$ cat config.mk
export PLATFORM = sky130hd
export DESIGN_NAME = mult_operand_sequencer
export DESIGN_NICKNAME = d
export VERILOG_FILES = /design/src/rtl/mult_seq_pkg.sv /design/src/rtl/mult_operand_fifo.sv /design/src/rtl/mult_operand_sequencer.sv
export SDC_FILE = /design/constraint.sdc
export NUM_CORES = 1
export LEC_CHECK = 0
export BUFFER_PORTS_ARGS = -buffer_cell sky130_fd_sc_hd__buf_2
export CAP_MARGIN = 0
export CORE_MARGIN = 8
export CORE_UTILIZATION = 45
export DETAILED_ROUTE_END_ITERATION = 12
export PLACE_DENSITY = 0.66
export SLEW_MARGIN = 25
export SYNTH_ARGS = -nofsm -noshare
export SYNTH_HDL_FRONTEND = slang
export SYNTH_SLANG_ARGS = --single-unit
$ cat constraint.sdc
create_clock -name CLOCK -period 2.6 [get_ports CLOCK]
set_input_delay 0.52 -clock CLOCK [delete_from_list [all_inputs] [get_ports CLOCK]]
set_output_delay 0.52 -clock CLOCK [all_outputs]
set_load 0.02 [all_outputs]
$ cat src/rtl/mult_seq_pkg.sv
// Shared types and default sizing for the multiplier operand sequencer.
// Default sizing matches a typical 8x8 signed multiplier with a short queue in front of it.
package mult_seq_pkg;

   localparam int TAMANO_DEF  = 8;
   localparam int DEPTH_DEF   = 4;
   localparam int TIMEOUT_DEF = 64;

   typedef enum logic [1:0] {
      IDLE   = 2'd0,
      LAUNCH = 2'd1,
      WAIT   = 2'd2,
      HOLD   = 2'd3
   } seq_state_e;

endpackage

$ cat src/rtl/mult_operand_fifo.sv
// Small power-of-two FIFO holding packed {A,B} operand pairs ahead of the sequencer.
// A push is refused whenever the FIFO is full, even when a pop happens on the same edge.
module mult_operand_fifo
   import mult_seq_pkg::*;
#(
   parameter int WIDTH = 2 * TAMANO_DEF,
   parameter int DEPTH = DEPTH_DEF
) (
   input  logic                       clk_i,
   input  logic                       rst_i,
   input  logic                       push_i,
   input  logic [WIDTH-1:0]           data_i,
   output logic                       full_o,
   input  logic                       pop_i,
   output logic [WIDTH-1:0]           data_o,
   output logic [$clog2(DEPTH):0]     count_o
);

   localparam int AW = $clog2(DEPTH);

   logic [WIDTH-1:0] mem_q [DEPTH];
   logic [AW-1:0]    wrPtr_q;
   logic [AW-1:0]    rdPtr_q;
   logic [AW:0]      count_q;
   logic             doPush;
   logic             doPop;

   // DEPTH is a power of two, so the top count bit alone marks "full".
   assign full_o  = count_q[AW];
   assign doPush  = push_i && !full_o;
   assign doPop   = pop_i && (count_q != '0);
   assign data_o  = mem_q[rdPtr_q];
   assign count_o = count_q;

   always_ff @(posedge clk_i) begin
      if (doPush) begin
         mem_q[wrPtr_q] <= data_i;
      end
   end

   // Pointers wrap naturally at DEPTH because their width is exactly log2(DEPTH).
   always_ff @(posedge clk_i or posedge rst_i) begin
      if (rst_i) begin
         wrPtr_q <= '0;
         rdPtr_q <= '0;
         count_q <= '0;
      end else begin
         if (doPush) begin
            wrPtr_q <= wrPtr_q + 1'b1;
         end
         if (doPop) begin
            rdPtr_q <= rdPtr_q + 1'b1;
         end
         case ({doPush, doPop})
            2'b10:   count_q <= count_q + 1'b1;
            2'b01:   count_q <= count_q - 1'b1;
            default: count_q <= count_q;
         endcase
      end
   end

endmodule

$ cat src/rtl/mult_operand_sequencer.sv
// Feeds queued signed operand pairs to an external multiplier one at a time,
// waits for its completion edge (with timeout) and holds the product for a consumer.
module mult_operand_sequencer
   import mult_seq_pkg::*;
#(
   parameter int tamano  = TAMANO_DEF,
   parameter int DEPTH   = DEPTH_DEF,
   parameter int TIMEOUT = TIMEOUT_DEF
) (
   input  logic                      CLOCK,
   input  logic                      RESET,
   input  logic                      IN_VALID,
   output logic                      IN_READY,
   input  logic [tamano-1:0]         IN_A,
   input  logic [tamano-1:0]         IN_B,
   output logic                      START,
   output logic [tamano-1:0]         A,
   output logic [tamano-1:0]         B,
   input  logic                      END_MULT,
   input  logic [2*tamano-1:0]       S,
   output logic                      OUT_VALID,
   input  logic                      OUT_READY,
   output logic [2*tamano-1:0]       OUT_S,
   output logic                      BUSY,
   output logic [$clog2(DEPTH):0]    COUNT,
   output logic                      ERR
);

   localparam int CW = $clog2(DEPTH) + 1;
   localparam int TW = $clog2(TIMEOUT + 1);

   seq_state_e             state_q;
   logic                   start_q;
   logic [tamano-1:0]      a_q;
   logic [tamano-1:0]      b_q;
   logic                   outValid_q;
   logic [2*tamano-1:0]    outS_q;
   logic                   err_q;
   logic                   endPrev_q;
   logic [TW-1:0]          tmo_q;

   logic [2*tamano-1:0]    fifoIn;
   logic [2*tamano-1:0]    fifoHead;
   logic                   fifoFull;
   logic [CW-1:0]          fifoCount;
   logic                   popReq;
   logic                   endRise;

   assign fifoIn  = {IN_A, IN_B};
   assign popReq  = (state_q == IDLE) && (fifoCount != '0);
   assign endRise = END_MULT && !endPrev_q;

   mult_operand_fifo #(
      .WIDTH (2 * tamano),
      .DEPTH (DEPTH)
   ) uFifo (
      .clk_i   (CLOCK),
      .rst_i   (RESET),
      .push_i  (IN_VALID),
      .data_i  (fifoIn),
      .full_o  (fifoFull),
      .pop_i   (popReq),
      .data_o  (fifoHead),
      .count_o (fifoCount)
   );

   // START is registered out of LAUNCH, so the multiplier sees it in the first WAIT
   // cycle; the END_MULT history resets high so a level left over from before reset
   // can never be mistaken for a fresh completion edge.
   always_ff @(posedge CLOCK or posedge RESET) begin
      if (RESET) begin
         state_q    <= IDLE;
         start_q    <= 1'b0;
         a_q        <= '0;
         b_q        <= '0;
         outValid_q <= 1'b0;
         outS_q     <= '0;
         err_q      <= 1'b0;
         endPrev_q  <= 1'b1;
         tmo_q      <= '0;
      end else begin
         start_q   <= 1'b0;
         endPrev_q <= END_MULT;
         case (state_q)
            IDLE: begin
               if (popReq) begin
                  a_q     <= fifoHead[2*tamano-1:tamano];
                  b_q     <= fifoHead[tamano-1:0];
                  state_q <= LAUNCH;
               end
            end
            LAUNCH: begin
               start_q <= 1'b1;
               tmo_q   <= '0;
               state_q <= WAIT;
            end
            WAIT: begin
               if (endRise) begin
                  outS_q     <= S;
                  outValid_q <= 1'b1;
                  state_q    <= HOLD;
               end else if (tmo_q == TW'(TIMEOUT - 1)) begin
                  err_q   <= 1'b1;
                  state_q <= IDLE;
               end else begin
                  tmo_q <= tmo_q + 1'b1;
               end
            end
            HOLD: begin
               if (OUT_READY) begin
                  outValid_q <= 1'b0;
                  state_q    <= IDLE;
               end
            end
            default: state_q <= IDLE;
         endcase
      end
   end

   assign IN_READY  = !fifoFull;
   assign START     = start_q;
   assign A         = a_q;
   assign B         = b_q;
   assign OUT_VALID = outValid_q;
   assign OUT_S     = outS_q;
   assign BUSY      = (state_q != IDLE);
   assign COUNT     = fifoCount;
   assign ERR       = err_q;

endmodule

# --- After elaboration in Yosys (flattened, before gate mapping) ---
# Memories as Yosys holds them, arrays and structs flattened. A register that Yosys moved wholly into a read port is not among the register bits.
# Cells that the tools add are included.
classes:
  n_addsub: 5
  eq_ne: 12
  mux: 15
  bitwise_logic: 1
  n_reduce_logical: 18
op_table:
  columns: ["cell", "count"]
  rows:
  - ["$mux 7", 2]
  - ["$pmux 7 s2", 1]
  - ["$reduce_and 3->1", 4]
  - ["$mux 2", 4]
  - ["$ne 2x2->1 const B", 4]
  - ["$pmux 2 s4", 1]
  - ["$reduce_bool 2->1", 4]
  - ["$add 7x1->7 const B", 1]
  - ["$eq 7x6->1 const B", 1]
  - ["$eq 2x2->1 const B", 3]
  - ["$pmux 3 s2", 1]
  - ["$mux 1", 5]
  - ["$add 2x1->2 const B", 2]
  - ["$eq 2x1->1 const B", 2]
  - ["$logic_and 1x1->1", 4]
  - ["$reduce_and 2->1", 2]
  - ["$add 3x1->3 const B", 1]
  - ["$ne 3x3->1 const B", 1]
  - ["$reduce_bool 3->1", 1]
  - ["$sub 3x1->3 const B", 1]
  - ["$logic_not 1->1", 2]
  - ["$logic_not 2->1", 1]
  - ["$ne 2x1->1 const B", 1]
  - ["$pmux 1 s2", 1]
  - ["$not 1->1", 1]
totals:
  reg_bits: 36
  mem_bits_rw: 64
  inputBits: 37
  out_inout_bits: 40
  word_cells: 62
  n_memories: 1
mem_list:
  columns: ["name", "depth", "word_bits", "read_ports", "rd_clocked_by_memory_dff", "wr", "line", "rtl"]
  rows:
  - ["uFifo.mem_q", 4, 16, 1, 1, 1, "mult_operand_fifo.sv:21", "logic [WIDTH-1:0] mem_q [DEPTH];"]

# --- Logic depth before layout (Yosys ltp) ---
# Gate-level depths: netlist of the first run.
logic_depth:
  depth_word: 5
  ltp_mapped: 9

# --- Hierarchy ---
# Synthesis of the first run repeated with hierarchy kept, for this count alone.
unflattened:
  hier_cells: 258
  hier_area_um2: 4620.7
modules_own_cells:
  columns: ["mod", "instances", "cells_per_inst", "area_each_um2"]
  rows:
  - ["mult_operand_fifo", 1, 123, 2767.7]
  - ["mult_operand_sequencer", 1, 135, 1853.0]

# --- Least setup slack after synthesis of the first run ---
# OpenSTA, ideal clock, no wires.
synth_timing:
  path_kind: "reg-to-reg"
  startpoint: "register state_q[1]"
  endpoint: "register uFifo.count_q[2] (netlist: uFifo.count_o[2])"
  arrival_time_ns: 2.068
  required_time_ns: 2.469
  slack_ns: 0.400
  path_stages_with_launch: 10
  n_path_buf: 1
  path_cell_list: "dfrtp_1 or2_2 a31oi_4 buf_6 ha_1 inv_1 fa_1 xor2_1 nor2_1 xnor2_1"
synth_between:
  elab_chain_len: 5
  word_cells_on_any_way: 7
synth_rtl:
  columns: ["element", "line", "rtl"]
  rows:
  - ["from (decl)", "mult_operand_sequencer.sv:32", "seq_state_e state_q;"]
  - ["from (signal assigned)", "mult_operand_sequencer.sv:72", "state_q <= IDLE;"]
  - ["from (signal assigned)", "mult_operand_sequencer.sv:89", "state_q <= LAUNCH;"]
  - ["from (signal assigned)", "mult_operand_sequencer.sv:95", "state_q <= WAIT;"]
  - ["$logic_not 2->1 (*)", "mult_operand_sequencer.sv:50", "assign popReq = (state_q == IDLE) && (fifoCount != '0);"]
  - ["$logic_and 1x1->1 (*)", "mult_operand_sequencer.sv:50", null]
  - ["$logic_and 1x1->1 (*)", "mult_operand_fifo.sv:31", "assign doPop = pop_i && (count_q != '0);"]
  - ["named net uFifo.doPop", "mult_operand_fifo.sv:26", "logic doPop;"]
  - ["$eq 2x1->1 / $eq 2x2->1 (equally long branches)", "mult_operand_fifo.sv:54", "case ({doPush, doPop})"]
  - ["$pmux 3 s2 / $reduce_bool 2->1 (equally long branches)", null, null]
  - ["to (signal assigned)", "mult_operand_fifo.sv:55", "2'b10: count_q <= count_q + 1'b1;"]
  - ["to (signal assigned)", "mult_operand_fifo.sv:56", "2'b01: count_q <= count_q - 1'b1;"]
  - ["to (signal assigned)", "mult_operand_fifo.sv:57", "default: count_q <= count_q;"]
  - ["to (decl)", "mult_operand_fifo.sv:24", "logic [AW:0] count_q;"]
# Mark *: on every way through the listed nets, which the timed path passes. The rest lies on a longest branch.
# A chain may end at the register's enable or synchronous reset.

# --- Final worst setup path of the first run ---
layout_timing:
  startpoint: "register state_q[1]"
  endpoint: "register uFifo.count_q[2] (netlist: uFifo.count_o[2])"
layout_between:
  elab_chain_len: 5
  word_cells_on_any_way: 7
layout_rtl:
  columns: ["element", "line"]
  rows:
  - ["$logic_not 2->1 (*)", "mult_operand_sequencer.sv:50"]
  - ["$logic_and 1x1->1 (*)", "mult_operand_sequencer.sv:50"]
  - ["$logic_and 1x1->1 (*)", "mult_operand_fifo.sv:31"]
  - ["$eq 2x1->1 / $eq 2x2->1 (equally long branches)", "mult_operand_fifo.sv:54"]
  - ["$pmux 3 s2 / $reduce_bool 2->1 (equally long branches)", null]
# Every way passes the cells marked *; elsewhere a longest branch is shown, timed or not.

==> impl_metrics.yaml, run 1 <==
run_status:
  status: "finished, final reports clean"
critical_path:
  crit_chain: "or2_2 > a31oi_4 > ha_1 > inv_1 > fa_1 > xor2_1 > nor2_1 > xnor2_1"
  path_buf_inv: 1
  worst_r2r_startpoint: "state_q[1]"
  crit_required_ns: 3.02
  timing.rr.end: "uFifo.count_o[2]"
  crit_fanout: 7
  cp.depth: 8
  start_kind: "register"
  slowest_stage: "dfrtp_1"
  critPathCaptureType: "register"
  path_delay_family: "adder cells"
  reg2reg_slack_ns: 0.49
  worst-setup-path-type: "reg -> reg"
  timing.critical_path.arrival_ns: 2.54
  r2r.worst_path.cells: 8
  cp_slowest_stage_delay_ns: 0.46
sta:
  fin_hold_ws_ns: 0.135
  finClkSkew_ns: 0.00768
  final-hold-violation-count: 0
  tightest_slew_ns: 0.701
  finalCritPeriodShare_pct: 81.3
  setup_violations: 0
  rsz0062_at_grt: "false"
  max_freq_mhz: 473
  final_max_slew_viol_count: 0
  relSlewSlack_pct: 53.3
  tns_ns: 0
  fin_crit_ns: 2.11
die:
  dieHeight_um: 117
  placementRows: 36
  initial_core_util_pct: 46.5
  die_area_um2: 13600
  coreArea_um2: 9820
  io-pin-count: 77
  die_w_um: 117
route:
  wirelength_um: 8650
  antenna_left: 0
  drt_pass1_iterations: 4
  routed-via-count: 2452
  drtIter0Drc: 66
  avgViaCountPerCell: 4.95
  wl_per_cell_um: 17.5
  drc: 0
yosys:
  synthCells: 253
  avgSynthCellArea_um2: 18.0
  yosysUniqueCellTypes: 41
  synth_nets: 297
  synth_top_area_share_pct: 42.1
  ys_seq_area_share_pct: 70.6
  ys_top_cells_by_area: "edfxtp_1 (42%), dfrtp_1 (28%), mux2_2 (7.9%)"
  ys_ff_latch: 116
  ys_warn_count: 0
  synth.cell_area_um2: 4560
  synth_top_cell_by_area: "edfxtp_1"
placement:
  io_buffers: 76
  dp_hpwl_um: 5780
  globalplace.congestion: 0.752
finish:
  n_fill_cell: 796
  area_growth_pct: 25.3
  final_nets: 393
  diodes: 0
  drive_gt1_share_pct: 47.8
hold_path:
  min_path_type: "in -> reg"
  hold_end: "endPrev_q"
  hp-start: "END_MULT"
  min_path_cells: 1
clock_network:
  clock_sinks: 116
  cts_inserted_buffers: 17
  ctsRootBufferMaster: "clkbuf_8"
  holdBufCountCts: 0
  clk_latency_ns: 0.51
  htreeDepth: 4
  cts_resized: 0
  cts_buffer_depth: 2
  post-cts-setup-buffers: 0
  cts_tree: "yes"
  clk_pin_slew_ns: 0.06
global_routing:
  gr-total-overflow: 0
  grt_max_degree: 53
  grt_pass1_vias: 2797
  grt_pass1_wl_um: 14400
  grt_use_total_pct: 14.3
  antenna_found_initial: 0
flow_run:
  maxCapViolCount: 0
pwr:
  p_per_area_nw_per_um2: 1280
  leakagePower_uw: 0.00234
  peakVddDrop_mv: 0.710
-- logic make-up (layout without fill, tap and decap cells) --
group / after synthesis / after routing / share of synthesized area [%]
buffers and inverters: 20 / 129 / 2.49
multiplexers: 52 / 52 / 16.7
AO/OA/AOI/OAI: 14 / 14 / 2.44
AND/OR/NAND/NOR: 38 / 38 / 4.52
flip-flops: 116 / 116 / 70.6
adder cells (fa/ha/maj): 7 / 7 / 2.08
XOR/XNOR: 6 / 6 / 1.15
-- cell usage in the layout (no fill, tap or decap), types with 2 or more instances in the layout --
| cell | instances |
|---|---|
| a21o_1 | 2 |
| a21oi_1 | 2 |
| and2_1 | 4 |
| buf_2 | 76 |
| buf_4 | 9 |
| bufinv_16 | 3 |
| clkbuf_16 | 16 |
| clkinv_4 | 2 |
| clkinvlp_4 | 5 |
| dfrtp_1 | 51 |
| edfxtp_1 | 64 |
| ha_1 | 6 |
| inv_1 | 10 |
| inv_6 | 3 |
| mux2_2 | 32 |
| mux2i_1 | 4 |
| mux4_2 | 16 |
| nand2_1 | 10 |
| nand2b_1 | 3 |
| nand3_1 | 4 |
| nor2_1 | 5 |
| nor2b_1 | 2 |
| nor3_1 | 2 |
| o21ai_0 | 3 |
| xnor2_1 | 4 |
| xor2_1 | 2 |
-- synth_stat cells, drive strengths merged --
master	count
mux2	32
nand2	10
a211oi	1
o41ai	1
inv	11
and3	1
nor2b	2
a21oi	2
o21ai	3
mux4	16
a31oi	1
o311ai	2
fa	1
clkbuf	1
nand2b	4
a31o	1
dfstp	1
edfxtp	64
mux2i	4
buf	8
xnor2	4
nand3	4
nor3	2
or3	2
o211ai	1
nor2	6
or4	1
ha	6
xor2	2
a21o	2
or2	1
and2	4
dfrtp	51
nor4	1
-- worst reg2reg max path, stage by stage, from the launching register on --
cell	delay [ns]
dfrtp_1	0.46
or2_2	0.38
a31oi_4	0.17
ha_1	0.20
inv_1	0.06
fa_1	0.37
xor2_1	0.15
nor2_1	0.11
xnor2_1	0.13
-- cell type report --
class / instances / area [um^2] / share of cell area [%]
Sequential cell: 116 / 3220 / 56.4
Multi-Input combinational cell: 117 / 1230 / 21.4
Timing Repair Buffer: 86 / 468 / 8.18
Clock buffer: 17 / 414 / 7.24
Clock inverter: 15 / 180 / 3.15
Tap cell: 133 / 166 / 2.91
Inverter: 11 / 41.3 / 0.722
-- where the power goes --
group          internal, uW  switching, uW
clock                  1460            833
sequential             2480            264
combinational          1040           1250
-- metal layers --
layer | routed length [um] | up-vias | track usage, %
met5 | 0 | - | 0
met3 | 387 | 10 | 4.71
met4 | 107 | 0 | 5.89
met1 | 3870 | 1238 | 17.6
li1 | - | 1153 | -
met2 | 4290 | 51 | 22.9
-- flip-flops by register name (all words and copies together), names as in the netlist --
signal,flops
uFifo.count_o,3
START,1
endPrev_q,1
OUT_VALID,1
A,8
ERR,1
state_q,2
uFifo.rdPtr_q,2
uFifo.mem_q,64
OUT_S,16
tmo_q,7
B,8
uFifo.wrPtr_q,2
-- worst max path at each step --
stage / start / endpoint / slack, ns
4_1_cts: state_q[1] / uFifo.count_o[2] / 0.48
2_1_floorplan: state_q[1] / uFifo.count_o[2] / 0.40
3_3_place_gp: state_q[1] / uFifo.count_o[2] / 0.57
3_5_place_dp: state_q[1] / uFifo.count_o[2] / 0.51
6_report: state_q[1] / uFifo.count_o[2] / 0.49
5_1_grt: state_q[1] / uFifo.count_o[2] / 0.40
-- through the flow --
step / setup WS, ns / utilization (%) / total power, uW / std cells / cell area, um^2
3_3_place_gp: 0.566 / 52.2 / 5040 / 463 / 5130
2_1_floorplan: 0.400 / - / 4430 / 253 / 4560
5_1_grt: 0.396 / 58.3 / 7730 / 495 / 5720
4_1_cts: 0.477 / 58.3 / 7430 / 495 / 5720
6_report: 0.487 / 58.3 / 7320 / 495 / 5720
3_5_place_dp: 0.512 / 52.2 / 5100 / 463 / 5130
Power figures use the tool's default switching activity.
==> inputs of run 2 (changes only) <==
--- a/config.mk
+++ b/config.mk
@@ -5,6 +5,7 @@
 export SDC_FILE = /design/constraint.sdc
 export NUM_CORES = 1
 export LEC_CHECK = 0
+export ABC_AREA = 1
 export BUFFER_PORTS_ARGS = -buffer_cell sky130_fd_sc_hd__buf_2
 export CAP_MARGIN = 0
 export CORE_MARGIN = 8
==> constraint.sdc (replaced) <==
create_clock -name CLOCK -period 2 [get_ports CLOCK]
set_input_delay 0.4 -clock CLOCK [delete_from_list [all_inputs] [get_ports CLOCK]]
set_output_delay 0.4 -clock CLOCK [all_outputs]
set_load 0.02 [all_outputs]
==> run 2 against run 1 <==
  * Sequential power is 28% higher
  * Clock-buffer cell count is 8 higher
  * Combinational power is 51% higher
  * Sequential share of layout area is 1.6 points lower
  * Register-to-register slack worse by 0.35 ns
  * Clock skew is 0.0026 ns lower
  * Critical path depth is 1 higher
  * Setup slack worse by 0.35 ns
  * Synthesized area is 2.4% higher
  * Critical path type unchanged
  * Largest cell class unchanged
==> impl_metrics.yaml, run 2 <==
run_status:
  status: "finished, final reports clean"
finish:
  drive_gt1_share_pct: 27.3
  regMostFlops: "uFifo.mem_q"
  n_fill_cell: 833
  largest_register_ff_count: 64
  final_cells: 664
  final_nets: 559
  diodes: 0
  most-common-layout-cells: "nand2_1 (123), buf_2 (76), edfxtp_1 (64), dfrtp_1 (49), nor2_1 (49)"
  area_growth_pct: 26.1
  final_common_cell: "nand2_1"
sta:
  setup_violations: 0
  fin_crit_ns: 1.86
  relSlewSlack_pct: 63.2
  tightest_slew_ns: 0.551
  finClkSkew_ns: 0.00509
  finalCritPeriodShare_pct: 93.1
  final-hold-violation-count: 0
  tns_ns: 0
  final_max_slew_viol_count: 0
  rsz0062_at_grt: "false"
  max_freq_mhz: 537
pwr:
  p_seq_share_pct: 35.4
  p_comb_share_pct: 34.9
  sw_frac_of_total_pct: 36.6
  power.switching_uw: 3630
  p_per_area_nw_per_um2: 1680
  p_clk_share_pct: 29.7
  peakVddDrop_mv: 0.710
  p_int_uw: 6290
  leakagePower_uw: 0.00266
yosys:
  yosysUniqueCellTypes: 31
  synth-compound-area-share_pct: 6.64
  synth_mux_area_share_pct: 0
  synthArstFlopShare_pct: 44.8
  yosysMostFrequentCell: "nand2_1"
  ys_warn_count: 0
  synth_nets: 461
  synth_top_area_share_pct: 41.1
  avgSynthCellArea_um2: 11.2
  synthFlopType: "edfxtp_1"
  synthCells: 417
  synth_top_cell_by_area: "edfxtp_1"
  synth_xor_area_share_pct: 1.12
  synth-edff-count: 64
  ys_top_cells_by_count: "nand2_1 (123), edfxtp_1 (64), dfrtp_1 (51)"
  ys_top_cells_by_area: "edfxtp_1 (41%), dfrtp_1 (27%), nand2_1 (9.9%)"
  synth_fa_ha_area_share_pct: 2.03
  synth.cell_area_um2: 4680
  ys_ff_latch: 116
  ys_seq_area_share_pct: 69.0
  synth_top_family_by_area: "simple AND/OR/NAND/NOR gates"
  synth-simple-area-share_pct: 17.5
global_routing:
  grt_pass1_wl_um: 16200
  gr-total-overflow: 0
  grt_max_degree: 53
  antenna_found_initial: 0
  grt_use_total_pct: 14.7
  grt_pass1_vias: 3345
route:
  routed-via-count: 3232
  drtIter0Drc: 192
  drt_pass1_iterations: 4
  avgViaCountPerCell: 4.87
  antenna_left: 0
  wl_per_cell_um: 14.9
  drc: 0
  wirelength_um: 9870
critical_path:
  timing.rr.end: "uFifo.count_o[2]"
  crit_fanout: 4
  slowest_stage: "dfrtp_1"
  path_buf_inv: 2
  r2r.worst_path.cells: 9
  crit_required_ns: 2.39
  worst-setup-path-type: "reg -> reg"
  reg2reg_slack_ns: 0.14
  crit_chain: "nor2_4 > nand2_4 > clkinv_4 > ha_1 > inv_1 > fa_1 > a21oi_1 > o21ai_0 > xor2_1"
  timing.critical_path.arrival_ns: 2.25
  worst_r2r_startpoint: "state_q[1]"
  cp_slowest_stage_delay_ns: 0.41
  path_delay_family: "adder cells"
  start_kind: "register"
  critPathCaptureType: "register"
clock_network:
  clk_latency_ns: 0.51
  cts_buffer_depth: 2
  clock_sinks: 116
  htreeDepth: 4
  ctsRootBufferMaster: "clkbuf_8"
  post-cts-setup-buffers: 0
  clk_pin_slew_ns: 0.06
  cts_tree: "yes"
  cts_inserted_buffers: 17
die:
  dieHeight_um: 118
  io-pin-count: 77
  coreArea_um2: 10200
  initial_core_util_pct: 45.9
  die_w_um: 118
  die_area_um2: 13900
  placementRows: 37
placement:
  dp.cells: 630
  io_buffers: 76
  dp_hpwl_um: 6370
  globalplace.congestion: 0.828
hold_path:
  min_path_type: "in -> reg"
  hp-start: "S[6]"
  min_path_cells: 3
  hold_end: "OUT_S[6]"
flow_run:
  maxCapViolCount: 0
-- run 2: cell types whose count changed after synthesis, sizes merged, moves of 3 or more --
cell    delta
xor2       +3
mux2i      -4
and2       -4
inv        +9
nand3      +9
mux2      -32
buf        +3
nand2b     -4
o22ai     +16
xnor2      -3
nor2      +47
o21ai     +32
mux4      -16
nand2    +118
-- run 2: logic make-up after synthesis --
| kind of cell | count (synthesis) |
|---|---|
| AND/OR/NAND/NOR | 197 |
| adder cells (fa/ha/maj) | 7 |
| flip-flops | 116 |
| XOR/XNOR | 6 |
| AO/OA/AOI/OAI | 56 |
| buffers and inverters | 35 |
-- run 2: how the worst max path moves through the flow --
stage / from / end / depth (start not counted)
finish: state_q[1] / uFifo.count_o[2] / 9
global route: state_q[1] / uFifo.count_o[2] / 9
detailed placement: state_q[1] / uFifo.count_o[2] / 9
CTS: state_q[1] / uFifo.count_o[2] / 9
floorplan: uFifo.count_o[1] / uFifo.count_o[2] / 11
global placement: state_q[1] / uFifo.count_o[2] / 9
-- run 2: layout make-up --
class                   instances  area (um^2)  area share [%]
repair buffers                 92          518            8.79
clock inverters                 7         65.1            1.10
inverters                      22         93.8            1.59
multi-input cells             266         1290            21.8
flip-flops and latches        116         3230            54.7
clock buffers                  25          536            9.08
well taps                     136          170            2.89
-- run 2: power by group through the flow --
stage          Combinational (uW)  Clock [uW]  Sequential (uW)
6_report                     3460        2940             3510
5_1_grt                      3850        3100             3590
4_1_cts                      3510        2990             3510
2_1_floorplan                1870           0             4010
3_5_place_dp                 3490           0             3550
3_3_place_gp                 3420           0             3530
-- run 2: repair_timing --
action | CTS | global route
setup endpoints to repair | 0 | 1
endpoints found under the hold margin | 52 | 0
hold buffers | 2 | 0
gates resized for setup | 0 | 1
-- run 2: layer usage --
layer	vias up	share of wire, %	track usage, %
met4	0	1.7	6.89
li1	1595	-	-
met1	1509	44	16.8
met2	112	47	23.9
met5	-	0	0
met3	16	6.9	5.52
-- run 2: through the flow --
step	utilization, %	total power [uW]	setup WS, ns	area [um^2]	hold slack (ns)
2_1_floorplan	-	5880	0.0255	4680	0.404
3_3_place_gp	51.7	6940	0.246	5270	0.455
3_5_place_dp	51.7	7040	0.147	5270	0.460
4_1_cts	57.8	10000	0.145	5890	0.0685
5_1_grt	57.9	10500	0.0110	5900	0.0689
6_report	57.9	9910	0.139	5900	0.0784
-- run 2: worst register-to-register path, stage by stage (launching register included) --
cell,delay [ns]
dfrtp_1,0.41
nor2_4,0.18
nand2_4,0.08
clkinv_4,0.05
ha_1,0.14
inv_1,0.07
fa_1,0.38
a21oi_1,0.15
o21ai_0,0.12
xor2_1,0.16
==> inputs of run 3 (changes only) <==
--- a/config.mk
+++ b/config.mk
@@ -11,6 +11,8 @@
 export CORE_MARGIN = 8
 export CORE_UTILIZATION = 45
 export DETAILED_ROUTE_END_ITERATION = 12
+export GPL_ROUTABILITY_DRIVEN = 0
+export MAX_ROUTING_LAYER = met4
 export PLACE_DENSITY = 0.66
 export SLEW_MARGIN = 25
 export SYNTH_ARGS = -nofsm -noshare
==> run 3 against run 2 <==
  * Via count decreased by 0.43%
  * Critical path depth unchanged
  * Combinational power about the same
  * Clock skew about the same
==> impl_metrics.yaml, run 3 (synthesis gave the netlist of run 2 again) <==
run_status:
  status: "finished, final reports clean"
global_routing:
  antenna_found_initial: 0
  grt_pass1_vias: 3343
  grt_pass1_wl_um: 16300
  grt_max_degree: 53
  grt_use_total_pct: 15.1
  gr-total-overflow: 0
clock_network:
  ctsRootBufferMaster: "clkbuf_8"
  cts_tree: "yes"
  clock_sinks: 116
  post-cts-setup-buffers: 0
  cts_buffer_depth: 2
  clk_latency_ns: 0.51
  htreeDepth: 4
  cts_inserted_buffers: 17
  clk_pin_slew_ns: 0.06
route:
  antenna_left: 0
  drt_pass1_iterations: 5
  routed-via-count: 3218
  avgViaCountPerCell: 4.85
  drtIter0Drc: 197
  wirelength_um: 9870
  wl_per_cell_um: 14.9
  drc: 0
critical_path:
  worst-setup-path-type: "reg -> reg"
  path_buf_inv: 2
  timing.critical_path.arrival_ns: 2.24
  critPathCaptureType: "register"
  start_kind: "register"
  crit_required_ns: 2.38
  slowest_stage: "dfrtp_1"
  cp_slowest_stage_delay_ns: 0.41
  crit_fanout: 4
  path_delay_family: "adder cells"
  crit_chain: "nor2_4 > nand2_4 > clkinv_4 > ha_1 > inv_1 > fa_1 > a21oi_1 > o21ai_0 > xor2_1"
die:
  die_w_um: 118
  initial_core_util_pct: 45.9
  coreArea_um2: 10200
  die_area_um2: 13900
  dieHeight_um: 118
  io-pin-count: 77
  placementRows: 37
sta:
  relSlewSlack_pct: 63.7
  finClkSkew_ns: 0.00516
  setup_violations: 0
  max_freq_mhz: 537
  final-hold-violation-count: 0
  finalCritPeriodShare_pct: 93.0
  final_max_slew_viol_count: 0
  fin_hold_ws_ns: 0.0837
  fin_crit_ns: 1.86
  tightest_slew_ns: 0.544
  tns_ns: 0
  rsz0062_at_grt: "false"
pwr:
  p_seq_share_pct: 35.5
  p_int_uw: 6290
  power.switching_uw: 3610
  leakagePower_uw: 0.00266
  p_clk_share_pct: 29.6
  peakVddDrop_mv: 0.703
  sw_frac_of_total_pct: 36.5
  p_per_area_nw_per_um2: 1680
  p_comb_share_pct: 34.9
finish:
  area_growth_pct: 26.1
  final_nets: 559
  regMostFlops: "uFifo.mem_q"
  final_common_cell: "nand2_1"
  diodes: 0
  design_area_um2: 5900
  largest_register_ff_count: 64
  drive_gt1_share_pct: 27.3
  most-common-layout-cells: "nand2_1 (123), buf_2 (76), edfxtp_1 (64), dfrtp_1 (49), nor2_1 (49)"
placement:
  io_buffers: 76
  placed_cell_area_um2: 5270
  dp_hpwl_um: 6370
hold_path:
  min_path_type: "in -> reg"
flow_run:
  maxCapViolCount: 0
[run 3: cell counts in the layout (fill, tap and decap cells not counted)]
Identical to the previous run, type by type.
[run 3: final timing paths]
kind	depth (start not counted)	startpoint	slack, ns	endpoint
hold reg to reg	1	ERR	0.46	ERR
hold / removal	3	S[6]	0.08	OUT_S[6]
max in group asynchronous	4	RESET	1.24	endPrev_q
setup / recovery	9	state_q[1]	0.14	uFifo.count_o[2]
setup reg to reg	9	state_q[1]	0.14	uFifo.count_o[2]
min in group asynchronous	4	RESET	0.49	OUT_S[11]
[run 3: area by class of cell]
type                    count  area [um^2]
flip-flops and latches    116         3230
well taps                 136          170
fillers                   833         4290
inverters                  22         93.8
repair buffers             92          518
clock inverters             7         65.1
clock buffers              25          536
multi-input cells         266         1290
[run 3: layer usage]
| metal | GRT usage, % | part of all wire (%) | wire length (um) | vias up |
|---|---|---|---|---|
| met5 | - | 0 | 0 | - |
| met4 | 7.13 | 1.5 | 145 | 0 |
| met3 | 4.99 | 5.9 | 586 | 11 |
| met2 | 23.9 | 47 | 4680 | 108 |
| met1 | 17.1 | 45 | 4460 | 1505 |
| li1 | - | - | - | 1594 |
[run 3: what timing repair did]
| item | in CTS | in global routing |
|---|---|---|
| setup endpoints to repair | 0 | 1 |
| resized for setup | 0 | 1 |
| hold buffers | 2 | 0 |
| endpoints found under the hold margin | 52 | 0 |
[run 3: power by group through the flow]
stage	logic, uW	registers [uW]	clock network [uW]
after floorplan	1870	4010	0
after global placement	3420	3530	0
after detailed placement	3490	3550	0
after CTS	3510	3510	2990
after global routing	3850	3590	3100
final	3450	3510	2940
[run 3: tightest hold or removal path, delay by kind of cell]
family        cells  cell delay, ns
simple gates      2            0.08
buf+inv           1            0.07
[run 3: per-stage QoR]
stage	std cells	setup WS (ns)	total power (uW)	util, %
4_1_cts	664	0.145	10000	57.8
2_1_floorplan	417	0.0255	5880	-
3_3_place_gp	630	0.246	6940	51.7
6_report	664	0.139	9900	57.9
5_1_grt	664	0.0110	10500	57.9
3_5_place_dp	630	0.147	7040	51.7
